==> src/rtl/apb_cmd_master.sv <==
// apb_cmd_master: single-command valid/ready front end driving APB3 transfers.
// Define APB_TIMEOUT_EN to abort ACCESS phases that never see PREADY.
module apb_cmd_master #(
  parameter int ADDR_WIDTH     = 5,
  parameter int DATA_WIDTH     = 8,
  parameter int NUM_SLAVES     = 2,
  parameter int TIMEOUT_CYCLES = 255,
  localparam int SEL_WIDTH     = (NUM_SLAVES > 1) ? $clog2(NUM_SLAVES) : 1
) (
  input  logic                  PCLK,
  input  logic                  PRESETN,
  input  logic                  cmd_valid,
  output logic                  cmd_ready,
  input  logic                  cmd_write,
  input  logic [SEL_WIDTH-1:0]  cmd_sel,
  input  logic [ADDR_WIDTH-1:0] cmd_addr,
  input  logic [DATA_WIDTH-1:0] cmd_wdata,
  output logic                  rsp_valid,
  input  logic                  rsp_ready,
  output logic [DATA_WIDTH-1:0] rsp_rdata,
  output logic                  rsp_err,
  output logic                  rsp_timeout,
  output logic [NUM_SLAVES-1:0] PSEL,
  output logic                  PENABLE,
  output logic                  PWRITE,
  output logic [ADDR_WIDTH-1:0] PADDR,
  output logic [DATA_WIDTH-1:0] PWDATA,
  input  logic [DATA_WIDTH-1:0] PRDATA,
  input  logic                  PREADY,
  input  logic                  PSLVERR
);

  localparam logic [1:0] IDLE   = 2'd0;
  localparam logic [1:0] SETUP  = 2'd1;
  localparam logic [1:0] ACCESS = 2'd2;
  localparam logic [1:0] RESP   = 2'd3;

  localparam logic [SEL_WIDTH:0] SEL_LIM =
    (SEL_WIDTH+1)'(NUM_SLAVES);

  if (TIMEOUT_CYCLES < 1 || TIMEOUT_CYCLES > 65535) begin : g_to_range
    $error("TIMEOUT_CYCLES out of range 1..65535");
  end

  logic [1:0]            state_q;
  logic [SEL_WIDTH-1:0]  sel_q;
  logic [DATA_WIDTH-1:0] rdata_q;
  logic                  err_q;
  logic                  sel_ok;
  logic                  in_apb;

`ifdef APB_TIMEOUT_EN
  localparam logic [15:0] TO_LAST = 16'(TIMEOUT_CYCLES - 1);
  logic [15:0] cnt_q;
  logic        to_q;
  assign rsp_timeout = to_q;
`else
  assign rsp_timeout = 1'b0;
`endif

  assign sel_ok    = {1'b0, cmd_sel} < SEL_LIM;
  assign in_apb    = (state_q == SETUP) || (state_q == ACCESS);
  assign PSEL      = in_apb ? (NUM_SLAVES'(1) << sel_q) : '0;
  assign PENABLE   = (state_q == ACCESS);
  assign cmd_ready = (state_q == IDLE) && PRESETN;
  assign rsp_valid = (state_q == RESP);
  assign rsp_rdata = rdata_q;
  assign rsp_err   = err_q;

  // Command/APB/response sequencing; an out-of-range select skips the bus.
  always_ff @(posedge PCLK or negedge PRESETN) begin
    if (!PRESETN) begin
      state_q <= IDLE;
      sel_q   <= '0;
      rdata_q <= '0;
      err_q   <= 1'b0;
      PWRITE  <= 1'b0;
      PADDR   <= '0;
      PWDATA  <= '0;
`ifdef APB_TIMEOUT_EN
      cnt_q   <= '0;
      to_q    <= 1'b0;
`endif
    end else begin
      unique case (state_q)
        IDLE: begin
          if (cmd_valid) begin
            if (sel_ok) begin
              state_q <= SETUP;
              sel_q   <= cmd_sel;
              PWRITE  <= cmd_write;
              PADDR   <= cmd_addr;
              PWDATA  <= cmd_wdata;
            end else begin
              state_q <= RESP;
              rdata_q <= '0;
              err_q   <= 1'b1;
`ifdef APB_TIMEOUT_EN
              to_q    <= 1'b0;
`endif
            end
          end
        end
        SETUP: begin
          state_q <= ACCESS;
`ifdef APB_TIMEOUT_EN
          cnt_q   <= '0;
`endif
        end
        ACCESS: begin
          if (PREADY) begin
            state_q <= RESP;
            rdata_q <= PWRITE ? '0 : PRDATA;
            err_q   <= PSLVERR;
`ifdef APB_TIMEOUT_EN
            to_q    <= 1'b0;
          end else if (cnt_q == TO_LAST) begin
            state_q <= RESP;
            rdata_q <= '0;
            err_q   <= 1'b1;
            to_q    <= 1'b1;
          end else begin
            cnt_q   <= cnt_q + 16'd1;
`endif
          end
        end
        RESP: begin
          if (rsp_ready) state_q <= IDLE;
        end
        default: state_q <= IDLE;
      endcase
    end
  end

endmodule

==> config.mk <==
export PLATFORM = sky130hd
export DESIGN_NAME = apb_cmd_master
export DESIGN_NICKNAME = d
export VERILOG_FILES = /design/src/rtl/apb_cmd_master.sv
export SDC_FILE = /design/constraint.sdc
export NUM_CORES = 1
export LEC_CHECK = 0
export CORE_MARGIN = 5
export CORE_UTILIZATION = 40
export DETAILED_ROUTE_END_ITERATION = 7
export PLACE_DENSITY = 0.91
export SYNTH_ARGS = -nofsm -noshare
export SYNTH_HDL_FRONTEND = slang
export SYNTH_SLANG_ARGS = --single-unit
==> constraint.sdc <==
create_clock -name PCLK -period 3.61 [get_ports PCLK]
set_clock_uncertainty 0.15 [all_clocks]
set_input_delay 1.083 -clock PCLK [delete_from_list [all_inputs] [get_ports PCLK]]
set_output_delay 1.083 -clock PCLK [all_outputs]
set_load 0.05 [all_outputs]
# --- Word level (Yosys, flattened, before mapping) ---
# Cells that the tools add are included.
word_totals:
  ff_bits: 26
  in_bits: 29
  out_inout_bits: 29
  elab_cells: 26
op_classes:
  eq_ne: 6
  shift: 1
  muxes: 6
  reduce_logical: 6
ops:
  columns: ["operator", "n"]
  rows:
  - ["$mux 2", 4]
  - ["$mux 8", 1]
  - ["$pmux 2 s4", 1]
  - ["$eq 2x2->1 const B", 2]
  - ["$ne 2x1->1 const B", 2]
  - ["$reduce_and 2->1", 2]
  - ["$reduce_and 3->1", 1]
  - ["$eq 2x1->1 const B", 1]
  - ["$logic_not 2->1", 1]
  - ["$ne 2x2->1 const B", 1]
  - ["$shl 1x1->2 const A", 1]
  - ["$logic_and 1x1->1", 1]
  - ["$logic_or 1x1->1", 1]

# --- Depth between registers and ports, before layout ---
depth:
  ltp_word: 3
  depth_mapped: 6
  ltp_nobuf: 5

# --- Worst setup path after synthesis ---
# Ideal clock, no wire load.
synth_path:
  path_type: "input port to output port"
  startpoint: "input port PRESETN"
  endpoint: "output port cmd_ready"
  arrival_time_ns: 1.495
  t_required_ns: 2.377
  path_slack_ns: 0.882
  path_stages: 1
  path_buffers: 0
  cell_sequence: "and2_1"
synth_between:
  elab_chain_cells: 1
synth_lines:
  columns: ["item", "line", "rtl"]
  rows:
  - ["start, declared", "11", "input logic PRESETN,"]
  - ["$logic_and 1x1->1", "65", "assign cmd_ready = (state_q == IDLE) && PRESETN;"]
  - ["end, declared", "13", "output logic cmd_ready,"]
# Every way passes these cells.

# --- Worst setup path after layout ---
layout_path:
  startpoint: "register state_q[1]"
  endpoint: "output port PSEL[0]"
layout_between:
  elab_chain_cells: 3
  elab_cells_between_ends: 4
  cone_classes: "2 x eq/ne; 1 x mux; 1 x reduce/logical"
layout_lines:
  columns: ["item", "line", "rtl"]
  rows:
  - ["start, declared", "45", "logic [1:0] state_q;"]
  - ["start signal, assigned", "73", "state_q <= IDLE;"]
  - ["start signal, assigned", "89", "state_q <= SETUP;"]
  - ["start signal, assigned", "95", "state_q <= RESP;"]
  - ["$eq 2x1->1 / $eq 2x2->1 (equally long branches)", "62", "assign in_apb = (state_q == SETUP) || (state_q == ACCESS);"]
  - ["$logic_or 1x1->1 (*)", "62", null]
  - ["$mux 2 (*)", "63", "assign PSEL = in_apb ? (NUM_SLAVES'(1) << sel_q) : '0;"]
  - ["end, declared", "23", "output logic [NUM_SLAVES-1:0] PSEL,"]
# Mark *: on every way between the ends. The rest lies on a longest branch, timed or not.

==> results.cfg <==
[clock_network]
cts_setup_buffers = 0
clk_pin_slew_ps = 130
holdBufCountCts = 0
cts_tree = done
clk_path_buf_depth = 2
cts-root-buf = clkbuf_4
clk_latency_ps = 310
cts-buffers-inserted = 3
cts_max_level = 1
clock_sinks = 26
postCtsResizedCells = 0

[flow_run]
maxCapViolations = 0

[worst_setup_path]
worstSetupEndpointType = primary output
critical_path_class = reg -> out
start_kind = flip-flop
cp.required_ps = 2380
critPathArrivalTime_ps = 2060
path_max_fanout = 4

[synth]
yosysSeqAreaShare_pct = 59.1
synthesis.area_per_instance_sq_um = 12.5
mappedNetlistArea_sq_um = 1100
ys_ff_latch = 26
syn_inst = 88
ys_types = 17
yosys_warnings = 0
syn_nets = 121

[floorplanning]
rows = 19
start_util_pct = 41.0
ios = 58
die_width_um = 62.5
dieArea_sq_um = 3900
coreArea_sq_um = 2690
die_height_um = 62.5

[sta]
maxSlewViolCount = 0
worst_pin_slew_ps = 621
hold_viol_final = 0
period_minus_slack_ps = 3290
rsz0062_at_grt = no
fin_tns_setup_ps = 0
post-route-period-util_pct = 91.2
maxSlewHeadroom_pct = 58.5
clock.fmax_ghz = 0.304
setup_viol = 0

[final_layout]
area_growth_pct = 56.6
antenna_cells = 0
drive_gt1_share_pct = 14.5
nNetsFinal = 180

[drt]
first_pass_iters = 6
vias_per_cell = 4.78
drtAntennaViolNets = 0
post_drt_wl_per_cell_um = 14.8
wl_um = 2610
via_count = 841
drt_iter0_markers = 19
drc = 0

[grt]
globalRouteOverflowTotal = 0
track_usage_pct = 14.2
grt_pass1_vias = 976
antenna_found_initial = 0
grt_max_degree = 27
grt_pass1_wl_um = 4420

[outcome]
status = finished clean

[placed_design]
gp_congestion = 0.699
io_buffers = 56
place_hpwl_um = 2180

[worst_hold_path]
hold_class = reg -> reg
==> metrics by stage <==
stage / hold slack, ps / util, % / setup WS [ps] / std cells / instance area (sq um)
2_1_floorplan: 344 / - / 882 / 88 / 1100
3_3_place_gp: 315 / 63.3 / 493 / 173 / 1700
3_5_place_dp: 323 / 63.3 / 496 / 173 / 1700
4_1_cts: 353 / 64.2 / 279 / 176 / 1720
5_1_grt: 394 / 64.2 / 211 / 176 / 1720
6_report: 342 / 64.2 / 317 / 176 / 1720
==> kinds of logic after synthesis <==
logic type               after synthesis  synth area share [%]
AO/OA/AOI/OAI                          9                  4.55
adder cells (fa/ha/maj)                4                  4.55
buffers and inverters                  8                  3.18
flip-flops                            26                  59.1
multiplexers                          18                  18.3
other                                  1                 0.341
AND/OR/NAND/NOR                       22                  10.0
==> path summary, 6_finish.rpt <==
check                                    startpoint                        to  slack [ps]  cells after the start
min reg2reg                rsp_rdata[5]$_DFFE_PN0P_  rsp_rdata[5]$_DFFE_PN0P_         340                      2
min                        rsp_rdata[5]$_DFFE_PN0P_  rsp_rdata[5]$_DFFE_PN0P_         340                      2
min in group asynchronous                   PRESETN     PWDATA[5]$_DFFE_PN0P_        1000                      2
max                          state_q[1]$_DFFE_PN0P_                   PSEL[0]         320                      4
max in group asynchronous                   PRESETN  rsp_rdata[1]$_DFFE_PN0P_        2060                      2
max reg2reg                  state_q[1]$_DFFE_PN0P_     PWDATA[0]$_DFFE_PN0P_        1760                      4
==> synthesized netlist by cell type <==
master / count / share of area (%)
dfrtp_1: 26 / 59
mux2_2: 16 / 16
nand2_1: 10 / 3.4
nand2b_1: 8 / 4.5
o21ai_0: 8 / 3.6
inv_1: 5 / 1.7
ha_1: 4 / 4.5
and2_1: 2 / 1.1
a222oi_1: 1 / 0.91
buf_2: 1 / 0.45
buf_4: 1 / 0.68
clkbuf_1: 1 / 0.34
conb_1: 1 / 0.34
mux2_1: 1 / 1.0
mux2i_1: 1 / 0.91
nor2_1: 1 / 0.34
nor2b_1: 1 / 0.57
==> worst max-delay path: stages, from the launching register on <==
cell	delay, ps
dfrtp_1	420
inv_1	80
ha_1	310
nor2b_1	130
clkdlybuf4s50_1	820
==> flip-flops by register name, indices dropped and copies added, names as in the netlist <==
name,count
PADDR,5
PWDATA,8
PWRITE,1
rsp_err,1
rsp_rdata,8
sel_q,1
state_q,2
==> cells in the final DEF (no fill, tap or decap), types with 2 or more instances in the layout <==
cell type | netlist | routed
clkdlybuf4s50_1 | 0 | 55
dfrtp_1 | 26 | 26
mux2_2 | 16 | 16
nand2_1 | 10 | 10
nand2b_1 | 8 | 8
o21ai_0 | 8 | 8
inv_1 | 5 | 5
ha_1 | 4 | 4
clkbuf_4 | 0 | 3
and2_1 | 2 | 2
==> metal layers <==
| layer | routed length [um] | vias up | share of wire [%] | global-route usage [%] |
|---|---|---|---|---|
| met5 | 0 | - | 0 | 0 |
| met2 | 1520 | 31 | 58 | 27.2 |
| li1 | - | 405 | - | - |
| met3 | 269 | 2 | 10 | 6.83 |
| met1 | 805 | 403 | 31 | 13.0 |
| met4 | 17 | 0 | 0.65 | 3.98 |
==> cell type report <==
| type | count | area (sq um) |
|---|---|---|
| Inverter | 5 | 18.8 |
| Multi-Input combinational cell | 54 | 415 |
| Sequential cell | 26 | 651 |
| Tap cell | 31 | 38.8 |
| Timing Repair Buffer | 57 | 578 |
| Clock buffer | 3 | 22.5 |
| Fill cell | 237 | 962 |
Power is left out: the tool's default activity adds up to more than one toggle a clock period on the data nets, which glitch-free logic cannot reach.
